==> src/rtl/i2s_pkg.sv <==
// Shared constants and slot encoding for the I2S microphone-array receiver.
package i2s_pkg;

    localparam int unsigned SLOT_BITS_DEFAULT = 32;
    localparam int unsigned DATA_FIRST_BIT    = 1;

    typedef enum logic {
        SLOT_LEFT  = 1'b0,
        SLOT_RIGHT = 1'b1
    } slot_e;

endpackage

==> src/rtl/i2s_clk_gen.sv <==
// I2S bit clock and word-select generator with one-cycle edge-event strobes.
// Events are registered one cycle early so each is high in the cycle whose closing edge is the event.
module i2s_clk_gen
    import i2s_pkg::*;
#(
    parameter int unsigned CLK_DIV   = 32,
    parameter int unsigned SLOT_BITS = SLOT_BITS_DEFAULT
) (
    input  logic                         clk_i,
    input  logic                         rst_ni,
    output logic                         sck_o,
    output slot_e                        slot_o,
    output logic                         rise_evt_o,
    output logic                         fall_evt_o,
    output logic [$clog2(SLOT_BITS)-1:0] bit_idx_o
);

    localparam int unsigned CNT_W = $clog2(CLK_DIV);
    localparam int unsigned IDX_W = $clog2(SLOT_BITS);
    localparam logic [CNT_W-1:0] CNT_LAST = CNT_W'(CLK_DIV - 1);
    localparam logic [CNT_W-1:0] CNT_HIGH = CNT_W'(CLK_DIV / 2);
    localparam logic [CNT_W-1:0] CNT_RISE = CNT_W'(CLK_DIV / 2 - 1);
    localparam logic [IDX_W-1:0] IDX_LAST = IDX_W'(SLOT_BITS - 1);

    logic [CNT_W-1:0] cnt_q, cnt_d;
    logic [IDX_W-1:0] bit_idx_q, bit_idx_d;
    slot_e            slot_q, slot_d;
    logic             sck_q, rise_q, fall_q;

    // Divider wrap is the SCK falling edge: advance bit index, flip slot at end of slot.
    always_comb begin
        cnt_d     = cnt_q + CNT_W'(1);
        bit_idx_d = bit_idx_q;
        slot_d    = slot_q;
        if (cnt_q == CNT_LAST) begin
            cnt_d = '0;
            if (bit_idx_q == IDX_LAST) begin
                bit_idx_d = '0;
                slot_d    = (slot_q == SLOT_LEFT) ? SLOT_RIGHT : SLOT_LEFT;
            end else begin
                bit_idx_d = bit_idx_q + IDX_W'(1);
            end
        end
    end

    always_ff @(posedge clk_i or negedge rst_ni) begin
        if (!rst_ni) begin
            cnt_q     <= '0;
            bit_idx_q <= '0;
            slot_q    <= SLOT_LEFT;
            sck_q     <= 1'b0;
            rise_q    <= 1'b0;
            fall_q    <= 1'b0;
        end else begin
            cnt_q     <= cnt_d;
            bit_idx_q <= bit_idx_d;
            slot_q    <= slot_d;
            sck_q     <= (cnt_d >= CNT_HIGH);
            rise_q    <= (cnt_d == CNT_RISE);
            fall_q    <= (cnt_d == CNT_LAST);
        end
    end

    assign sck_o      = sck_q;
    assign slot_o     = slot_q;
    assign rise_evt_o = rise_q;
    assign fall_evt_o = fall_q;
    assign bit_idx_o  = bit_idx_q;

endmodule

==> src/rtl/i2s_mic_array_rx.sv <==
// Four-microphone I2S receiver: two shared data lines, left samples staged so all four
// channels are presented together with a single-cycle valid strobe.
module i2s_mic_array_rx
    import i2s_pkg::*;
#(
    parameter int unsigned BITS_AUDIO = 24,
    parameter int unsigned CLK_DIV    = 32,
    parameter int unsigned SLOT_BITS  = SLOT_BITS_DEFAULT
) (
    input  logic                         clk_in,
    input  logic                         rst_in,
    output logic                         sck_out,
    output logic                         ws_out,
    input  logic                         sd_a_in,
    input  logic                         sd_b_in,
    output logic signed [BITS_AUDIO-1:0] audio_out_1,
    output logic signed [BITS_AUDIO-1:0] audio_out_2,
    output logic signed [BITS_AUDIO-1:0] audio_out_3,
    output logic signed [BITS_AUDIO-1:0] audio_out_4,
    output logic                         valid_out
);

    localparam int unsigned IDX_W = $clog2(SLOT_BITS);
    localparam logic [IDX_W-1:0] IDX_FIRST = IDX_W'(DATA_FIRST_BIT);
    localparam logic [IDX_W-1:0] IDX_LSB   = IDX_W'(BITS_AUDIO);
    localparam logic [IDX_W-1:0] IDX_LAST  = IDX_W'(SLOT_BITS - 1);

    logic             rise_evt, fall_evt;
    logic [IDX_W-1:0] bit_idx;
    slot_e            slot;

    i2s_clk_gen #(
        .CLK_DIV   (CLK_DIV),
        .SLOT_BITS (SLOT_BITS)
    ) u_clk_gen (
        .clk_i      (clk_in),
        .rst_ni     (rst_in),
        .sck_o      (sck_out),
        .slot_o     (slot),
        .rise_evt_o (rise_evt),
        .fall_evt_o (fall_evt),
        .bit_idx_o  (bit_idx)
    );

    assign ws_out = (slot == SLOT_RIGHT);

    logic                                sd_a_q, sd_b_q;
    logic [BITS_AUDIO-1:0]               shift_a_q, shift_a_d, shift_b_q, shift_b_d;
    logic [1:0][BITS_AUDIO-1:0]          stage_q, stage_d;
    logic [3:0][BITS_AUDIO-1:0]          audio_q, audio_d;
    logic                                load_q, load_d;
    logic                                valid_q, valid_d;
    logic                                in_data;

    assign in_data = (bit_idx >= IDX_FIRST) && (bit_idx <= IDX_LSB);

    // Shift on SCK rising edges inside the data window; right-slot LSB triggers the output load.
    always_comb begin
        shift_a_d = shift_a_q;
        shift_b_d = shift_b_q;
        stage_d   = stage_q;
        audio_d   = audio_q;
        load_d    = 1'b0;
        valid_d   = 1'b0;
        if (fall_evt && (bit_idx == IDX_LAST)) begin
            shift_a_d = '0;
            shift_b_d = '0;
        end
        if (rise_evt && in_data) begin
            shift_a_d = {shift_a_q[BITS_AUDIO-2:0], sd_a_q};
            shift_b_d = {shift_b_q[BITS_AUDIO-2:0], sd_b_q};
            if (bit_idx == IDX_LSB) begin
                if (slot == SLOT_LEFT) begin
                    stage_d[0] = shift_a_d;
                    stage_d[1] = shift_b_d;
                end else begin
                    load_d = 1'b1;
                end
            end
        end
        if (load_q) begin
            audio_d = {shift_b_q, stage_q[1], shift_a_q, stage_q[0]};
            valid_d = 1'b1;
        end
    end

    always_ff @(posedge clk_in or negedge rst_in) begin
        if (!rst_in) begin
            sd_a_q    <= 1'b0;
            sd_b_q    <= 1'b0;
            shift_a_q <= '0;
            shift_b_q <= '0;
            stage_q   <= '0;
            audio_q   <= '0;
            load_q    <= 1'b0;
            valid_q   <= 1'b0;
        end else begin
            sd_a_q    <= sd_a_in;
            sd_b_q    <= sd_b_in;
            shift_a_q <= shift_a_d;
            shift_b_q <= shift_b_d;
            stage_q   <= stage_d;
            audio_q   <= audio_d;
            load_q    <= load_d;
            valid_q   <= valid_d;
        end
    end

    assign audio_out_1 = audio_q[0];
    assign audio_out_2 = audio_q[1];
    assign audio_out_3 = audio_q[2];
    assign audio_out_4 = audio_q[3];
    assign valid_out   = valid_q;

endmodule
==> config.mk <==
export PLATFORM = sky130hd
export DESIGN_NAME = i2s_mic_array_rx
export DESIGN_NICKNAME = d
export VERILOG_FILES = /design/src/rtl/i2s_pkg.sv /design/src/rtl/i2s_clk_gen.sv /design/src/rtl/i2s_mic_array_rx.sv
export SDC_FILE = /design/constraint.sdc
export NUM_CORES = 1
export LEC_CHECK = 0
export CORE_ASPECT_RATIO = 0.6
export CORE_UTILIZATION = 34
export DETAILED_ROUTE_END_ITERATION = 7
export PLACE_DENSITY = 0.64
export REMOVE_ABC_BUFFERS = 1
export SETUP_SLACK_MARGIN = 0.2
export SYNTH_ARGS = -nofsm -noshare
export SYNTH_HDL_FRONTEND = slang
export SYNTH_SLANG_ARGS = --single-unit
export TNS_END_PERCENT = 10
==> constraint.sdc <==
create_clock -name clk_in -period 2.1 [get_ports clk_in]
set_clock_uncertainty 0.2 [all_clocks]
set_input_delay 0.63 -clock clk_in [delete_from_list [all_inputs] [get_ports clk_in]]
set_output_delay 0.63 -clock clk_in [all_outputs]
set_load 0.01 [all_outputs]
==> results of run 1 <==
## cells by family after synthesis
family                   count (synthesis)  synth area share [%]
adder cells (fa/ha/maj)                  7                  1.06
multiplexers                           193                  26.5
AO/OA/AOI/OAI                            8                 0.529
flip-flops                             209                  63.2
AND/OR/NAND/NOR                         73                  3.77
buffers and inverters                   80                  4.63
XOR/XNOR                                 3                 0.318
## area by class of cell
type                    instances  area [µm²]  share of cell area, %
inverters                      53         199                   1.91
well taps                     315         394                   3.78
multi-input cells             284        2780                   26.7
clock buffers                  30         599                   5.75
repair buffers                139        1120                   10.7
flip-flops and latches        209        5240                   50.3
clock inverters                 7        88.8                  0.853
## repair_timing
action | in CTS | in global routing
pin swaps | 3 | 2
hold buffers | 1 | 0
buffers inserted | 8 | 3
endpoints found under the setup margin | 197 | 197
resized for setup | 163 | 196
gates cloned | 3 | 2
hold endpoints to repair | 29 | 0
## power by group
group          internal, W  switching (W)  leakage (nW)
Clock              0.00223        0.00148         0.342
Sequential         0.00403     0.00000332          2.89
Combinational    0.0000271      0.0000824          1.90
Total              0.00629        0.00156          5.13
## worst register-to-register path, cell delays in order (launching register included)
cell and delay [ns]:
dfrtp_1 0.39, inv_2 0.10, ha_4 0.13, nor2b_4 0.13, nand4_1 0.17, nor2_4 0.17, buf_12 0.17, buf_16 0.16
mux2_2 0.33
## registers in the layout, indices dropped and copies added (netlist names), 5 cells and up
signal,cells
audio_out_1,24
audio_out_2,24
audio_out_3,24
audio_out_4,24
shift_a_q,24
shift_b_q,24
stage_q,48
u_clk_gen.bit_idx_o,5
u_clk_gen.cnt_q,5
## cell usage in the layout (no fill, tap or decap), types with 2 or more instances in the layout
master,Yosys,routed
buf_4,3,17
mux2_4,20,41
inv_1,53,51
mux2_2,125,104
ha_1,7,4
clkbuf_8,0,5
nand2_1,55,54
clkbuf_1,6,5
clkinv_2,0,4
clkbuf_2,0,80
clkbuf_16,0,23
clkdlybuf4s50_1,0,2
ha_2,0,2
inv_2,0,2
buf_16,0,4
nor2_1,6,6
buf_2,13,13
buf_12,2,12
dfrtp_1,209,207
buf_6,3,7
xnor2_1,2,2
nor2b_1,2,2
o21ai_0,5,5
mux2i_1,48,48
and3_1,3,3
bufinv_16,0,2
## metrics by stage
| step | cells | total power, W | util [%] | hold WS (ns) |
|---|---|---|---|---|
| floorplan | 546 | 0.00411 | - | 0.134 |
| global placement | 983 | 0.00422 | 41.9 | 0.265 |
| detailed placement | 983 | 0.00422 | 41.9 | 0.285 |
| CTS | 1032 | 0.00797 | 44.9 | 0.293 |
| global route | 1037 | 0.00818 | 44.4 | 0.325 |
| finish | 1037 | 0.00785 | 44.4 | 0.289 |
## per-layer routing
layer	share of wire [%]	wire (µm)	GRT usage [%]
met2	42	7160	20.3
met1	52	9010	21.2
met5	0	0	0
met3	4.8	821	3.24
met4	1.5	252	2.87
## worst max path at each step
stage | start | endpoint | slack (ns) | depth (start not counted)
floorplan | u_clk_gen.bit_idx_o[0] | shift_a_q[0] | -2.74 | 6
global placement | u_clk_gen.bit_idx_o[1] | stage_q[23] | 0.04 | 7
detailed placement | u_clk_gen.bit_idx_o[1] | shift_b_q[13] | -0.01 | 7
CTS | u_clk_gen.bit_idx_o[0] | stage_q[41] | 0.006 | 8
global route | u_clk_gen.bit_idx_o[0] | stage_q[45] | -0.08 | 8
finish | u_clk_gen.bit_idx_o[1] | stage_q[2] | 0.04 | 8
## synthesized netlist by cell type
cell,n,area (µm²)
o21ai_1,1,5.00
clkbuf_1,6,22.5
nand2_1,55,206
nor2b_1,2,12.5
mux2i_1,48,480
a22o_1,1,8.76
buf_6,3,33.8
dfrtp_1,209,5230
xnor2_1,2,17.5
and4b_1,1,10.0
ha_1,7,87.6
inv_1,53,199
nand4_1,1,6.26
a21oi_1,1,5.00
xor2_1,1,8.76
and4_1,1,8.76
nand3_1,1,5.00
buf_2,13,65.1
buf_4,3,22.5
nor2_1,6,22.5
nor4_1,1,6.26
buf_12,2,40.0
mux2_4,20,300
nor2_2,1,6.26
nor2b_2,1,8.76
o21ai_0,5,25.0
and3_1,3,18.8
mux2_2,125,1410
==> metrics.txt, run 1 <==
Max Fanout on Critical Path=9; clock root buffer master=clkbuf_16; headroom to the max-slew limit=75.8%; Max Cap Violations=0; Via density=4.57; RSZ-0062 raised after global routing=yes; GPL Wtd Cong=0.753; FILL cells=2,108; final worst setup slack=0.0375 ns; Skew-Pair Late Insertion Delay=0.49 ns; RR Startpoint=u_clk_gen.bit_idx_o[1]; layout cells sized above 1=44.9%; DRT antenna net count=0; Cells on Worst Hold Path=1; Post-Syn Instances=573; Die Y=123 µm; clock slew at reported path FFs=0.06 ns; crit share post-route=98.2%; Total GRT Usage=14.0%; final setup vio count=0; 1st-iter DRT viols=213; max frequency=485 MHz; H-tree Lvls=1; WP data arrival=2.24 ns; Mapped Area=0.00827 mm²; Core ar.=0.0235 mm²; CTS Buf Count=21; final slew viol count=0; initial antenna violation count=0; Critical Path End Type=flip-flop; Post-Route WL=17,300 µm; Critical-path top delay cell=dfrtp_1; worst-margin pin slew=0.363 ns; Diodes inserted=0; VDD IR max=0.513 mV; Cell Area, Placed=0.00983 mm²; Crit Path Category=flip-flop to flip-flop; vias in the first global route=5,016; largest net degree at the start of global routing=47; Worst Hold Class=flip-flop to flip-flop; Crit path max-delay family=simple AND/OR/NAND/NOR gates; initial core utilization=35.3%; drt first pass iters=4; Buffers on Ports=102; CTS max path bufs=3; # IOs=103; Static Leakage=5.13 nW; first-pass GRT wire length=27,600 µm; dpl hpwl=11,000 µm; post-synth cell types=28; Synth Register Bits=209; WHS Endpoint=u_clk_gen.cnt_q[0]; r2r setup slk=0.04 ns; layout net count=719; Critical Path Max Stage Delay=0.39 ns; clk sinks=209; GR Overflow Total=0; Yosys warning count=0; sequential area share after synthesis=63.2%; total number of vias=4,734; die area=0.0250 mm²; Startpoint Class=flip-flop; critical path cell sequence=inv_2 > ha_4 > nor2b_4 > nand4_1 > nor2_4 > buf_12 > buf_16 > mux2_2; setup tns final=0 ns; CP Data Required Time=2.28 ns; routed length per instance=16.6 µm; area grow syn2layout=25.9%; Cell Rows=43; fin area=0.0104 mm²; HP Start=u_clk_gen.cnt_q[0]; power density over cell area=754 mW/mm²; die width=203 µm; CP bufs+invs=3; DRC=0; status=completed; pre-CTS WS=-0.0100 ns; average footprint of a synthesized cell=14.4 µm²; Final min period=2.06 ns; TritonCTS clock tree=yes; RR Endpoint=stage_q[2]; Hold Violations, Final=0; Worst R2R Path Depth=8
Power figures use the tool's default switching activity.
==> run 2, diff against run 1 <==
--- a/config.mk
+++ b/config.mk
@@ -8,5 +8,5 @@
 export CORE_ASPECT_RATIO = 0.6
-export CORE_UTILIZATION = 34
+export CORE_UTILIZATION = 50
 export DETAILED_ROUTE_END_ITERATION = 7
-export PLACE_DENSITY = 0.64
+export PLACE_DENSITY = 0.85
 export REMOVE_ABC_BUFFERS = 1
--- a/constraint.sdc
+++ b/constraint.sdc
@@ -4,2 +4,2 @@
 set_output_delay 0.63 -clock clk_in [all_outputs]
-set_load 0.01 [all_outputs]
+set_load 0.05 [all_outputs]
==> run 2 against run 1 <==
First-iteration DRC count is 47% higher. Clock-buffer cell count is 1 lower. Global-route usage is 5.9 points higher. Sequential power hardly changed. Die area is 32% lower.
==> metrics.txt, run 2 (synthesized netlist as in run 1, its figures left out) <==
Skew-Pair Late Insertion Delay=0.50 ns; Diodes inserted=0; H-tree Lvls=1; CTS max path bufs=3; Hold Violations, Final=0; Total GRT Usage=19.9%; headroom to the max-slew limit=72.9%; final setup vio count=0; VDD IR max=0.481 mV; Critical-path top delay cell=dfrtp_1; RR Startpoint=u_clk_gen.bit_idx_o[1]; die width=168 µm; crit share post-route=99.9%; power density over cell area=741 mW/mm²; Cell Rows=35; Critical Path Max Stage Delay=0.40 ns; first-pass GRT wire length=26,600 µm; fin util=66.8%; drt first pass iters=4; layout cells sized above 1=44.1%; Worst Hold Class=flip-flop to flip-flop; Crit Path Category=flip-flop to flip-flop; HP Start=u_clk_gen.cnt_q[0]; clock slew at reported path FFs=0.06 ns; worst-margin pin slew=0.403 ns; Via density=5.23; status=completed; DRT antenna net count=0; most frequent cells in the layout=dfrtp_1, buf_4, mux2_2, nand2_1, inv_1; # IOs=103; Worst R2R Path Depth=8; RSZ-0062 raised after global routing=yes; clk sinks=209; initial antenna violation count=0; CTS Buf Count=21; critical path cell sequence=inv_2 > ha_4 > nor2b_4 > nand4_1 > nor2_4 > buf_8 > clkbuf_16 > mux2_4; WHS Endpoint=u_clk_gen.cnt_q[0]; hold_ws=0.295 ns; Die Y=102 µm; Final min period=2.10 ns; total number of vias=4,816; largest net degree at the start of global routing=52; WP data arrival=2.27 ns; initial core utilization=52.5%; Post-Route WL=17,500 µm; final slew viol count=0; clock root buffer master=clkbuf_16; routed length per instance=19.0 µm; Max Cap Violations=0; most common library cell in the layout ignoring fill and taps=dfrtp_1; Static Leakage=5.17 nW; Critical Path End Type=flip-flop; Crit path max-delay family=simple AND/OR/NAND/NOR gates; max reg flops=48; vias in the first global route=4,968; placed insts=867; area grow syn2layout=27.3%; Cells on Worst Hold Path=1; GR Overflow Total=0; Setup crit start=u_clk_gen.bit_idx_o[1]; DRC=0; max frequency=477 MHz; Max Fanout on Critical Path=6; RR Endpoint=stage_q[45]; CP bufs+invs=3; Buffers on Ports=102; Startpoint Class=flip-flop; TritonCTS clock tree=yes; Core ar.=0.0158 mm²; Non-Filler Instances=920; die area=0.0171 mm²; layout net count=714; Top reg by flops=stage_q; GPL Wtd Cong=0.760; CP Data Required Time=2.28 ns; r2r setup slk=0.002 ns; 1st-iter DRT viols=313; dpl hpwl=10,300 µm
[run 2: cell count changes in the layout (fill, tap and decap cells not counted), moves of 2 or more]
cell / before / now
buf_12: 12 / 14
buf_2: 13 / 0
buf_4: 17 / 105
buf_6: 7 / 2
clkbuf_1: 5 / 7
clkbuf_16: 23 / 26
clkbuf_2: 80 / 0
clkbuf_8: 5 / 2
ha_2: 2 / 0
mux2_2: 104 / 100
mux2_4: 41 / 45
[run 2: how the worst max path moves through the flow]
stage | to | depth (start not counted)
after detailed placement | stage_q[17] | 7
after global routing | shift_b_q[20] | 8
after global placement | stage_q[7] | 7
final | stage_q[45] | 8
after floorplan | shift_a_q[0] | 6
after CTS | stage_q[41] | 8
[run 2: power breakdown]
part / total (W) / switching [W] / internal [W]
Clock: 0.00367 / 0.00153 / 0.00214
Sequential: 0.00403 / 0.00000340 / 0.00403
Combinational: 0.000103 / 0.0000805 / 0.0000222
[run 2: repair_timing]
item / in CTS / in global routing
gates cloned: 3 / 5
pin swaps: 3 / 3
hold buffers: 1 / 0
endpoints found under the hold margin: 41 / 0
setup buffers: 5 / 2
setup endpoints to repair: 190 / 201
resized for setup: 11 / 34
[run 2: through the flow]
stage	power (W)	setup TNS (ns)	setup WS, ns	cell area (µm²)
2_1_floorplan	0.00411	-270.15	-2.74	8090
3_3_place_gp	0.00421	0	0.0640	9420
3_5_place_dp	0.00421	-0.0213	-0.00750	9420
4_1_cts	0.00787	0	0.0363	10200
5_1_grt	0.00804	-0.627	-0.0615	10500
6_report	0.00780	0	0.00172	10500
[run 2: area by class of cell]
| class | count | area (µm²) |
|---|---|---|
| repair buffers | 134 | 1360 |
| flip-flops and latches | 209 | 5230 |
| clock inverters | 8 | 97.6 |
| inverters | 53 | 199 |
| well taps | 203 | 254 |
| fillers | 1071 | 5240 |
| multi-input cells | 284 | 2820 |
| clock buffers | 29 | 566 |
[run 2: layer usage]
layer	global-route usage, %	routed length (µm)
met5	0	0
met3	5.08	995
met2	31.7	7840
met1	27.8	8380
met4	4.30	263
